--- src/rtl/cnn_layer_accel_awe_pkg.sv ---
// Shared types and width helpers for the 2-D AWE stride picker.
// Contents: FSM state enum, default parameter values, clog2-derived widths.
package cnn_layer_accel_awe_pkg;

  typedef enum logic [0:0] {
    IDLE = 1'b0,
    RUN  = 1'b1
  } state_e;

  // Bits needed to hold the value max_val itself (not just max_val-1).
  function automatic int unsigned width_for(input int unsigned max_val);
    return $clog2(max_val + 1);
  endfunction

  localparam int unsigned DEF_DATA_WIDTH    = 16;
  localparam int unsigned DEF_NUM_CHANNELS  = 4;
  localparam int unsigned DEF_MAX_STRIDE    = 8;
  localparam int unsigned DEF_MAX_ROW_WIDTH = 1024;
  localparam int unsigned DEF_MAX_NUM_ROWS  = 1024;

  localparam int unsigned DEF_STRIDE_W = $clog2(DEF_MAX_STRIDE + 1);
  localparam int unsigned DEF_COL_W    = $clog2(DEF_MAX_ROW_WIDTH + 1);
  localparam int unsigned DEF_ROW_W    = $clog2(DEF_MAX_NUM_ROWS + 1);

endpackage

--- src/rtl/cnn_layer_accel_awe_axis_counter.sv ---
// Wrap counter used for column, row and x/y phase tracking.
// Ports: clk, rst_n (sync, active-low), clear (highest priority), inc,
//        limit (terminal value), count (registered), last_c (count==limit).
module cnn_layer_accel_awe_axis_counter #(
  parameter int unsigned W = 8
) (
  input  logic         clk,
  input  logic         rst_n,
  input  logic         clear,
  input  logic         inc,
  input  logic [W-1:0] limit,
  output logic [W-1:0] count,
  output logic         last_c
);

  logic [W-1:0] count_q;
  logic [W-1:0] count_d;

  assign last_c = (count_q == limit);
  assign count  = count_q;

  // Clear wins over increment; increment wraps to 0 after the terminal value.
  always_comb begin
    count_d = count_q;
    if (clear) begin
      count_d = '0;
    end else if (inc) begin
      count_d = last_c ? '0 : count_q + W'(1);
    end
  end

  always_ff @(posedge clk) begin
    if (!rst_n) begin
      count_q <= '0;
    end else begin
      count_q <= count_d;
    end
  end

endmodule

--- src/rtl/cnn_layer_accel_awe_stride_picker_2d.sv ---
// 2-D stride decimator for a raster-ordered multi-channel pixel stream.
// Keeps pixel (r,c) when r%stride_y==0 and c%stride_x==0, with valid/ready
// on both sides, a one-deep output register and eol/eof markers.
// Ports: clk, rst_n (sync, active-low); config_* (latched on config_valid);
//        datain/datain_valid/datain_ready (input stream);
//        dataout/dataout_valid/dataout_ready/dataout_eol/dataout_eof (output);
//        frame_done (pulse after the last pixel of a frame is accepted).
module cnn_layer_accel_awe_stride_picker_2d
  import cnn_layer_accel_awe_pkg::*;
#(
  parameter int unsigned C_DATA_WIDTH    = DEF_DATA_WIDTH,
  parameter int unsigned C_NUM_CHANNELS  = DEF_NUM_CHANNELS,
  parameter int unsigned C_MAX_STRIDE    = DEF_MAX_STRIDE,
  parameter int unsigned C_MAX_ROW_WIDTH = DEF_MAX_ROW_WIDTH,
  parameter int unsigned C_MAX_NUM_ROWS  = DEF_MAX_NUM_ROWS,
  localparam int unsigned SW = width_for(C_MAX_STRIDE),
  localparam int unsigned CW = width_for(C_MAX_ROW_WIDTH),
  localparam int unsigned RW = width_for(C_MAX_NUM_ROWS),
  localparam int unsigned DW = C_NUM_CHANNELS * C_DATA_WIDTH
) (
  input  logic          clk,
  input  logic          rst_n,
  input  logic          config_valid,
  input  logic [SW-1:0] config_stride_x,
  input  logic [SW-1:0] config_stride_y,
  input  logic [CW-1:0] config_row_width,
  input  logic [RW-1:0] config_num_rows,
  input  logic [DW-1:0] datain,
  input  logic          datain_valid,
  output logic          datain_ready,
  output logic [DW-1:0] dataout,
  output logic          dataout_valid,
  input  logic          dataout_ready,
  output logic          dataout_eol,
  output logic          dataout_eof,
  output logic          frame_done
);

  localparam int unsigned CWE = CW + 1;
  localparam int unsigned RWE = RW + 1;

  state_e state_q;
  state_e state_d;
  logic   run_c;

  logic [SW-1:0] stride_x_q, stride_x_d;
  logic [SW-1:0] stride_y_q, stride_y_d;
  logic [CW-1:0] row_width_q, row_width_d;
  logic [RW-1:0] num_rows_q, num_rows_d;

  logic [DW-1:0] dout_q, dout_d;
  logic          dout_valid_q, dout_valid_d;
  logic          dout_eol_q, dout_eol_d;
  logic          dout_eof_q, dout_eof_d;
  logic          frame_done_q, frame_done_d;

  logic [CW-1:0] col_cnt;
  logic [RW-1:0] row_cnt;
  logic [SW-1:0] x_phase;
  logic [SW-1:0] y_phase;
  logic          col_last_c, row_last_c, x_last_c, y_last_c;

  logic          accept_c;
  logic          keep_c;
  logic          eol_c;
  logic          eof_c;
  logic          end_row_c;
  logic          end_frame_c;
  logic [CWE-1:0] col_reach_c;
  logic [RWE-1:0] row_reach_c;

  // State register.
  always_ff @(posedge clk) begin
    if (!rst_n) begin
      state_q <= IDLE;
    end else begin
      state_q <= state_d;
    end
  end

  // Next state: the first config leaves IDLE; only reset returns there.
  always_comb begin
    state_d = state_q;
    if (state_q == IDLE && config_valid) begin
      state_d = RUN;
    end
  end

  // State-decoded outputs.
  always_comb begin
    run_c = (state_q == RUN);
  end

  // A config pulse blocks the input for one cycle so a coincident beat is dropped.
  assign datain_ready = run_c && !config_valid && (!dout_valid_q || dataout_ready);
  assign accept_c     = datain_valid && datain_ready;
  assign end_row_c    = accept_c && col_last_c;
  assign end_frame_c  = end_row_c && row_last_c;

  assign keep_c      = (x_phase == '0) && (y_phase == '0);
  assign col_reach_c = CWE'(col_cnt) + CWE'(stride_x_q);
  assign row_reach_c = RWE'(row_cnt) + RWE'(stride_y_q);
  assign eol_c       = (col_reach_c >= CWE'(row_width_q));
  assign eof_c       = eol_c && (row_reach_c >= RWE'(num_rows_q));

  cnn_layer_accel_awe_axis_counter #(.W(CW)) u_col_cnt (
    .clk    (clk),
    .rst_n  (rst_n),
    .clear  (config_valid),
    .inc    (accept_c),
    .limit  (row_width_q - CW'(1)),
    .count  (col_cnt),
    .last_c (col_last_c)
  );

  cnn_layer_accel_awe_axis_counter #(.W(RW)) u_row_cnt (
    .clk    (clk),
    .rst_n  (rst_n),
    .clear  (config_valid),
    .inc    (end_row_c),
    .limit  (num_rows_q - RW'(1)),
    .count  (row_cnt),
    .last_c (row_last_c)
  );

  // x phase restarts every row so a row width not divisible by the stride
  // still keeps column 0 of the next row.
  cnn_layer_accel_awe_axis_counter #(.W(SW)) u_x_phase (
    .clk    (clk),
    .rst_n  (rst_n),
    .clear  (config_valid || end_row_c),
    .inc    (accept_c),
    .limit  (stride_x_q - SW'(1)),
    .count  (x_phase),
    .last_c (x_last_c)
  );

  cnn_layer_accel_awe_axis_counter #(.W(SW)) u_y_phase (
    .clk    (clk),
    .rst_n  (rst_n),
    .clear  (config_valid || end_frame_c),
    .inc    (end_row_c),
    .limit  (stride_y_q - SW'(1)),
    .count  (y_phase),
    .last_c (y_last_c)
  );

  // Config latch and output register next-state.
  always_comb begin
    stride_x_d   = stride_x_q;
    stride_y_d   = stride_y_q;
    row_width_d  = row_width_q;
    num_rows_d   = num_rows_q;
    dout_d       = dout_q;
    dout_valid_d = dout_valid_q;
    dout_eol_d   = dout_eol_q;
    dout_eof_d   = dout_eof_q;
    frame_done_d = end_frame_c;

    if (config_valid) begin
      stride_x_d  = (config_stride_x == '0) ? SW'(1) : config_stride_x;
      stride_y_d  = (config_stride_y == '0) ? SW'(1) : config_stride_y;
      row_width_d = config_row_width;
      num_rows_d  = config_num_rows;
    end

    // Load on a kept beat; otherwise drain (and zero) once downstream accepts.
    if (accept_c && keep_c) begin
      dout_d       = datain;
      dout_valid_d = 1'b1;
      dout_eol_d   = eol_c;
      dout_eof_d   = eof_c;
    end else if (dataout_ready) begin
      dout_d       = '0;
      dout_valid_d = 1'b0;
      dout_eol_d   = 1'b0;
      dout_eof_d   = 1'b0;
    end
  end

  always_ff @(posedge clk) begin
    if (!rst_n) begin
      stride_x_q   <= '0;
      stride_y_q   <= '0;
      row_width_q  <= '0;
      num_rows_q   <= '0;
      dout_q       <= '0;
      dout_valid_q <= 1'b0;
      dout_eol_q   <= 1'b0;
      dout_eof_q   <= 1'b0;
      frame_done_q <= 1'b0;
    end else begin
      stride_x_q   <= stride_x_d;
      stride_y_q   <= stride_y_d;
      row_width_q  <= row_width_d;
      num_rows_q   <= num_rows_d;
      dout_q       <= dout_d;
      dout_valid_q <= dout_valid_d;
      dout_eol_q   <= dout_eol_d;
      dout_eof_q   <= dout_eof_d;
      frame_done_q <= frame_done_d;
    end
  end

  assign dataout       = dout_q;
  assign dataout_valid = dout_valid_q;
  assign dataout_eol   = dout_eol_q;
  assign dataout_eof   = dout_eof_q;
  assign frame_done    = frame_done_q;

  // Phase terminal flags are consumed inside the counters themselves.
  logic unused_c;
  assign unused_c = x_last_c ^ y_last_c;

endmodule

--- config.mk ---
export PLATFORM = sky130hd
export DESIGN_NAME = cnn_layer_accel_awe_stride_picker_2d
export DESIGN_NICKNAME = d
export VERILOG_FILES = /design/src/rtl/cnn_layer_accel_awe_pkg.sv /design/src/rtl/cnn_layer_accel_awe_axis_counter.sv /design/src/rtl/cnn_layer_accel_awe_stride_picker_2d.sv
export SDC_FILE = /design/constraint.sdc
export NUM_CORES = 1
export LEC_CHECK = 0
export ABC_AREA = 0
export CORE_MARGIN = 4
export CORE_UTILIZATION = 51
export DETAILED_ROUTE_END_ITERATION = 7
export PLACE_DENSITY = 0.81
export REMOVE_ABC_BUFFERS = 1
export SLEW_MARGIN = 20
export SYNTH_ARGS = -nofsm -noshare
export SYNTH_HDL_FRONTEND = slang
export SYNTH_SLANG_ARGS = --single-unit
--- constraint.sdc ---
create_clock -name clk -period 3.5 [get_ports clk]
set_input_delay 0.7 -clock clk [delete_from_list [all_inputs] [get_ports clk]]
set_output_delay 0.7 -clock clk [all_outputs]
set_load 0.05 [all_outputs]
Word-level counts from Yosys, hierarchy flattened
Index checks and enable logic that the tools add are counted.

Register bits: 129. Word-level logic and storage cells: 66.

Muxes and demuxes: 12. Bitwise gates (word level): 2. Equality and inequality tests: 4. Reductions and logical operators: 22. Order comparisons: 2. Add/subtract/negate cells: 10.

Operator list (number): 64-bit 2-to-1 mux (2); 11-bit by 4-bit adder with 12-bit output (2); 12-bit by 11-bit >= comparator with 1-bit output (2); 11-bit by 1-bit adder with 11-bit output, second input constant (2); 11-bit equality test (2); 11-bit 2-to-1 mux (2); 11-bit by 1-bit subtractor with 11-bit output, second input constant (2); 4-bit logical NOT (4); 4-bit 2-to-1 mux (4); 1-bit logical AND (9); 4-bit by 1-bit adder with 4-bit output, second input constant (2); 4-bit equality test (2); 4-bit by 1-bit subtractor with 4-bit output, second input constant (2); 2-bit OR reduction (3); 1-bit 2-to-1 mux (4); 1-bit logical OR (3); 1-bit logical NOT (2); 1-bit inverter (2); 2-bit nonzero test (1).

Logic depth before layout (Yosys ltp)
Gate-level depths: netlist of run 1.

Word-level depth: 8. Depth in mapped cells: 13. Mapped depth without buffers: 13.

Modules after synthesis
Synthesis of run 1 repeated with hierarchy kept, for this count alone.

Cell total of the unflattened synthesis: 833. Area total of the unflattened synthesis: 7516.0 µm².

By module, submodules not included: cnn_layer_accel_awe_stride_picker_2d (times used 1, seq. area each 1981.9 µm², cells each 613, area an instance 5434.0 µm²); cnn_layer_accel_awe_axis_counter (u_col_cnt ...) (times used 2, seq. area each 220.2 µm², cells each 82, area an instance 733.2 µm²); cnn_layer_accel_awe_axis_counter (u_x_phase ...) (times used 2, seq. area each 80.1 µm², cells each 28, area an instance 307.8 µm²).

Least setup slack after synthesis of run 1
OpenSTA, ideal clock, no wires.

Path type: input to output. Start point: input port config_valid. End point: output port datain_ready. Buffers on the path: 2. Slack: 427 ps. Stages: 3. Arrival time: 2373 ps. Cells stage by stage: clkbuf_1 buf_1 nor3b_1.

Cells in the longest elaborated chain, start to end: 3.

Ends and longest elaborated chain: from (decl) (line cnn_layer_accel_awe_stride_picker_2d.sv:23) `input logic config_valid,`; 1-bit logical NOT (line cnn_layer_accel_awe_stride_picker_2d.sv:95) `assign datain_ready = run_c && !config_valid && (!dout_valid_q || dataout_ready);`; 1-bit logical AND (2 in a row) (line cnn_layer_accel_awe_stride_picker_2d.sv:95); to (decl) (line cnn_layer_accel_awe_stride_picker_2d.sv:30) `output logic datain_ready,`.

Every way passes these cells.

Worst setup path in the final report of run 1
Start point: register u_row_cnt.count_q[0] (netlist: u_row_cnt.count[0]). End point: register dout_eof_q (netlist: dataout_eof).

Cells in the longest elaborated chain, start to end: 4.

Ends and longest elaborated chain: from (decl) (line cnn_layer_accel_awe_axis_counter.sv:16) `logic [W-1:0] count_q;`; from (signal assigned) (line cnn_layer_accel_awe_axis_counter.sv:36) `count_q <= count_d;`; 11-bit by 4-bit adder with 12-bit output (line cnn_layer_accel_awe_stride_picker_2d.sv:102) `assign row_reach_c = RWE'(row_cnt) + RWE'(stride_y_q);`; 12-bit by 11-bit >= comparator with 1-bit output (line cnn_layer_accel_awe_stride_picker_2d.sv:104) `assign eof_c = eol_c && (row_reach_c >= RWE'(num_rows_q));`; 1-bit logical AND (line cnn_layer_accel_awe_stride_picker_2d.sv:104); 1-bit 2-to-1 mux (line cnn_layer_accel_awe_stride_picker_2d.sv:168) `if (accept_c && keep_c) begin`; to (signal assigned) (line cnn_layer_accel_awe_stride_picker_2d.sv:200) `dout_eof_q <= dout_eof_d;`; to (decl) (line cnn_layer_accel_awe_stride_picker_2d.sv:54) `logic dout_eof_q, dout_eof_d;`.

Every way passes these cells. A chain may end at the register's enable or synchronous reset.

==> results of run 1 <==
==> how the worst max path moves through the flow <==
stage	from	to	slack [ns]	cells after the start
after floorplan	dataout_ready	dataout_eof	-2.67	7
after global placement	u_col_cnt.count[0]	dataout_eol	0.54	13
after detailed placement	u_col_cnt.count[0]	dataout_eol	0.47	13
after CTS	u_row_cnt.count[0]	dataout_eof	0.42	13
after global routing	u_row_cnt.count[0]	dataout_eof	0.24	13
final	u_row_cnt.count[0]	dataout_eof	0.41	13
==> flip-flops by register name, summed over array words and instances, names as in the netlist <==
name and count:
frame_done 1, u_y_phase.count 4, u_col_cnt.count 11, u_row_cnt.count 11
stride_x_q 4, row_width_q 11, dataout 64, num_rows_q 11
u_x_phase.count 4, dataout_eof 1, run_c 1, dataout_eol 1
stride_y_q 4, dataout_valid 1
==> layout make-up <==
cell class | instances | area share
multi-input cells | 622 | 0.451
flip-flops and latches | 129 | 0.267
repair buffers | 177 | 0.180
clock buffers | 23 | 0.0494
well taps | 180 | 0.0233
inverters | 40 | 0.0155
clock inverters | 6 | 0.0135
==> where the power goes <==
group          internal (W)  switching, W  leakage (nW)
clock network       0.00123      0.000628         0.299
registers           0.00151     0.0000438          1.05
logic              0.000266      0.000267          2.16
total               0.00301      0.000938          3.51
==> cell usage in the layout (no fill, tap or decap), types with 3 or more instances in the layout <==
master	instances
a211oi_1	4
a21o_1	9
a21oi_1	90
a31oi_1	5
and3_1	7
buf_2	3
buf_4	9
bufinv_16	4
clkbuf_1	3
clkbuf_16	17
clkbuf_8	3
clkdlybuf4s50_1	164
dfxtp_1	129
ha_1	40
inv_1	40
mux2i_1	29
nand2_1	29
nand2b_1	5
nand3_1	15
nand4_1	7
nor2_1	40
nor2b_1	98
nor3_1	16
nor3b_1	65
nor4_1	13
o211ai_1	5
o21a_1	6
o21ai_0	21
or3_1	6
xnor2_1	48
xor2_1	17
==> per-layer routing <==
metal,wire length [µm],GRT usage,vias to the layer above
li1,-,-,3214
met1,7850,0.268,2874
met2,8540,0.374,179
met3,1820,0.111,16
met4,215,0.0630,0
met5,0,0,-
==> tightest hold or removal path: stages, from the launching register on <==
cell and delay, ns:
dfxtp_1 0.32, nand2_1 0.05, a21boi_0 0.06
==> stage by stage <==
stage	power, W	setup TNS [ns]	utilization	worst slack [ns]
final	0.00395	0	0.694	0.414
after global routing	0.00411	0	0.694	0.243
after CTS	0.00399	0	0.694	0.420
after detailed placement	0.00211	0	0.650	0.466
after global placement	0.00210	0	0.650	0.537
after floorplan	0.00187	-149.42	-	-2.67
==> logic make-up (layout without fill, tap and decap cells) <==
| group | count (synthesis) | after routing | synth area share |
|---|---|---|---|
| and+or+nand+nor | 323 | 323 | 0.268 |
| AOI/OAI and AO/OA | 162 | 162 | 0.134 |
| DFF | 129 | 129 | 0.353 |
| buffers and inverters | 96 | 246 | 0.0510 |
| xor gates and xnor gates | 65 | 65 | 0.0779 |
| adders and majority gates | 42 | 42 | 0.0740 |
| muxes | 30 | 30 | 0.0413 |
==> impl_metrics.tcl, run 1 <==
set metrics [dict create \
    status "finished clean" \
    reg2reg_to "dataout_eof" \
    crit_chain "ha_1 -> fa_1 -> a21o_1 -> a21oi_1 -> nor2_1 -> xor2_1 -> ha_1 -> a21o_1 -> a21o_1 -> a21oi_1 -> o211ai_1 -> o31ai_1 -> a21oi_1" \
    wl_um 18400 \
    min_from "dataout_eol" \
    cpPeakStageDelay_ns 0.42 \
    initial_utilization 0.524 \
    p_leak_nw 3.51 \
    clk_latency_ns 0.42 \
    cts_buffers 17 \
    cts_sinks 129 \
    areaGrowthSynthToFinish_pct 32.3 \
    grt_overflow 0 \
    antenna_cells 0 \
    slowest_stage "fa_1" \
    r2r_cells 13 \
    tritoncts "yes" \
    synth_area_um2 7310 \
    synth_common_cells "dfxtp_1 (129), nor2b_1 (98), a21oi_1 (90), nor3b_1 (65), clkbuf_1 (49)" \
    finalSetupViolations 0 \
    ys_async_sr_fraction 0 \
    first_iter_violations 313 \
    yosys.area.top_type "dfxtp_1" \
    synth-seq-cells 129 \
    yosysMostFrequentCell "dfxtp_1" \
    grt_pass1_vias 6320 \
    regArea_um2 2580 \
    grt_max_degree 130 \
    start_kind "flop" \
    synth.distinct_cells 63 \
    die_y_um 128 \
    drive_gt1_frac 0.0562 \
    synthTopCellsByArea "dfxtp_1 (35%), nor2b_1 (8.4%), ha_1 (6.8%)" \
    cp_top_family "compound AO/OA/AOI/OAI gates" \
    power.density_nw_per_um2 408 \
    nFillCells 1111 \
    maxCapViolations 0 \
    vdd_drop_max_mv 0.400 \
    worst_pin_slew_ns 0.856 \
    via_per_inst 5.34 \
    post_cts_resized 0 \
    fin_area_um2 9670 \
    dp_hpwl_um 12800 \
    ant_nets 0 \
    timing.rr.start "u_row_cnt.count[0]" \
    ctsHoldBuffers 0 \
    cp_num_buf_inv 0 \
    multi_input_area_um2 4360 \
    yosysTopAreaCellShare 0.353 \
    holdPathStages 2 \
    ys_warn_count 0 \
    min_period_over_period 0.882 \
    hold_viol 0 \
    ys_seq_area_frac 0.353 \
    grt_pass1_wl_um 30200 \
    cts_max_level 4 \
    fp.dieW_um 128 \
    path_clk_slew_ns 0.06 \
    portBuffers 167 \
    synth_edf_count 0 \
    holdWs_ns 0.476 \
    die-area_um2 16300 \
    ys.flop_type "dfxtp_1" \
    fp.coreArea_um2 13900 \
    maxSlewViolCount 0 \
    first_pass_iters 5 \
    crit_required_ns 3.79 \
    arrival_ns 3.38 \
    layoutNonFillerInstCount 1177 \
    rrSetupSlack_ns 0.41 \
    place.gp.congestion 0.858 \
    boundaryPins 168 \
    clockBufferDepth 2 \
    rsz0062_at_grt "no" \
    end_kind "flop" \
    slew-limit-headroom 0.429 \
    placed_area_um2 9060 \
    syn_inst 847 \
    syn_avg_cell_area_um2 8.63 \
    finalCriticalPeriod_ns 3.09 \
    fin_worst_skew_ns 0.00633 \
    root_buffer "clkbuf_16" \
    num_vias 6283 \
    track_usage 0.228 \
    fmax_mhz 324 \
    cp_max_fo 6 \
    post_cts_buffers 0 \
    dp_cells 1148 \
    avgRoutedWirePerCell_um 15.7 \
    nets 1128 \
    holdPathEnd "dataout_eol" \
    worstSetupPathType "flop to flop" \
    antenna_found_initial 0 \
    drc 0 \
    num_rows 43 \
    hold_class "flop to flop" \
]
(Power assumes the default switching activity.)
==> run 2, diff against run 1 <==
Settings changed: CAP_MARGIN from default to 40, GPL_TIMING_DRIVEN from default to 0.
==> run 2 against run 1 <==
Global-route usage is 0.19 points lower. Setup slack worse by 0.23 ns. Final cell count grew 0.34%. Core utilization rose by 0.74 points. Final area is 1.1% higher. Hold slack got worse by 0.0082 ns. Sequential power hardly changed. First-iteration DRC count fell by 14%. Non-clock buffer count rose by 1.
==> impl_metrics.tcl, run 2 (same netlist as run 1, synthesis figures left out) <==
set metrics [dict create \
    vdd_drop_max_mv 0.339 \
    maxCapViolations 0 \
    rsz0062_at_grt "no" \
    via_per_inst 5.42 \
    hold_viol 0 \
    ant_nets 0 \
    p_leak_nw 3.53 \
    largest_reg_flops 64 \
    clk_latency_ns 0.43 \
    power_w 0.00381 \
    drive_gt1_frac 0.0629 \
    wl_um 18200 \
    cpPeakStageDelay_ns 0.58 \
    end_kind "flop" \
    grt_pass1_wl_um 30000 \
    avgRoutedWirePerCell_um 15.4 \
    status "finished clean" \
    drc 0 \
    power.density_nw_per_um2 390 \
    first_pass_iters 5 \
    fp.dieW_um 128 \
    fp.coreArea_um2 13900 \
    final_cell_mix "clkdlybuf4s50_1 (164), dfxtp_1 (129), nor2b_1 (98)" \
    num_vias 6405 \
    path_clk_slew_ns 0.06 \
    dp_hpwl_um 13000 \
    cp_top_family "simple AND/OR/NAND/NOR gates" \
    start_kind "input pin" \
    tritoncts "yes" \
    clockBufferDepth 2 \
    regArea_um2 2580 \
    fin_worst_skew_ns 0.00649 \
    maxSlewViolCount 0 \
    num_rows 43 \
    fin_util 0.701 \
    hold_class "flop to flop" \
    die-area_um2 16300 \
    slew-limit-headroom 0.524 \
    grt_pass1_vias 6357 \
    r2r_cells 13 \
    holdPathEnd "dataout_eol" \
    ctsHoldBuffers 0 \
    nets 1129 \
    final_common_cell "clkdlybuf4s50_1" \
    antenna_cells 0 \
    holdPathStages 2 \
    slowest_stage "nand4bb_1" \
    crit_chain "buf_6 -> nor2b_1 -> nand4bb_1 -> a2111oi_4 -> nand3_2 -> nor3_1 -> mux2_2 -> nor2_1" \
    crit_required_ns 3.86 \
    root_buffer "clkbuf_16" \
    cp_num_buf_inv 1 \
    track_usage 0.227 \
    arrival_ns 3.67 \
    fmax_mhz 302 \
    timing.rr.start "u_col_cnt.count[0]" \
    antenna_found_initial 0 \
    finalSetupViolations 0 \
    portBuffers 167 \
    worst_pin_slew_ns 0.708 \
    worstSetupPathType "input pin to flop" \
    multi_input_area_um2 4380 \
    reg2reg_to "dataout_eol" \
    areaGrowthSynthToFinish_pct 33.7 \
    cts_sinks 129 \
    nFillCells 1106 \
    grt_max_degree 68 \
    holdWs_ns 0.468 \
    rrSetupSlack_ns 0.36 \
    cts_max_level 4 \
    grt_overflow 0 \
    cts_buffers 17 \
    initial_utilization 0.524 \
    boundaryPins 168 \
    die_y_um 128 \
    min_from "dataout_eol" \
    cp_max_fo 67 \
    finalCriticalPeriod_ns 3.31 \
    first_iter_violations 270 \
    place.gp.congestion 0.854 \
    min_period_over_period 0.947 \
]
-- run 2: changes by cell type in the layout (fill, tap and decap cells not counted), moves of 2 or more --
cell and change:
clkinvlp_4 +4, buf_4 -6, clkbuf_1 -2, buf_16 +5
bufinv_16 -3, inv_6 +5, clkinv_4 +2, clkbuf_8 -2
-- run 2: final cells by class --
type | count | share of cell area
clock buffers | 19 | 0.0453
clock inverters | 13 | 0.0129
inverters | 40 | 0.0154
multi-input cells | 622 | 0.448
flip-flops and latches | 129 | 0.264
well taps | 180 | 0.0230
repair buffers | 178 | 0.191
-- run 2: worst reg2reg max path, stage by stage, from the launching register on --
cell,delay (ns)
dfxtp_1,0.39
ha_1,0.24
fa_1,0.40
a21o_1,0.20
a21oi_1,0.21
nand2b_1,0.18
nor2_1,0.06
xor2_1,0.14
ha_1,0.30
a21o_1,0.18
a211oi_1,0.23
a21oi_1,0.10
o211ai_1,0.27
a21boi_0,0.13
-- run 2: worst max-delay path by stage --
stage	from	endpoint	slack, ns	cells after the start
final	dataout_ready	u_y_phase.count[1]	0.19	8
after global routing	dataout_ready	u_y_phase.count[1]	0.02	8
after CTS	dataout_ready	u_row_cnt.count[4]	0.09	8
after detailed placement	dataout_ready	u_row_cnt.count[2]	-0.49	8
after global placement	dataout_ready	dataout_eol	-7.59	6
after floorplan	dataout_ready	dataout_eof	-2.67	7
-- run 2: power breakdown --
group          internal [W]  switching, W
clock network       0.00101      0.000704
logic              0.000278      0.000272
registers           0.00151     0.0000445
total               0.00279       0.00102
-- run 2: layer usage --
| layer | vias to the layer above | share of wire | GRT usage |
|---|---|---|---|
| li1 | 3218 | - | - |
| met2 | 213 | 0.46 | 0.374 |
| met4 | 0 | 0.020 | 0.0699 |
| met5 | - | 0 | 0 |
| met3 | 35 | 0.11 | 0.120 |
| met1 | 2939 | 0.41 | 0.253 |
-- run 2: stage by stage --
| step | setup slack (ns) | std cells | TNS, ns | cell area, µm² |
|---|---|---|---|---|
| after floorplan | -2.67 | 791 | -149.42 | 7090 |
| after global placement | -7.59 | 1138 | -531.15 | 8980 |
| after detailed placement | -0.493 | 1145 | -12.79 | 9170 |
| after CTS | 0.0933 | 1179 | 0 | 9760 |
| after global routing | 0.0177 | 1181 | 0 | 9770 |
| final | 0.186 | 1181 | 0 | 9770 |
-- run 2: repair_timing --
action,4_1_cts,5_1_grt
setup endpoints to repair,1,29
endpoints found under the hold margin,0,0
setup buffers,2,0
pin swaps,1,0
resized for setup,0,1
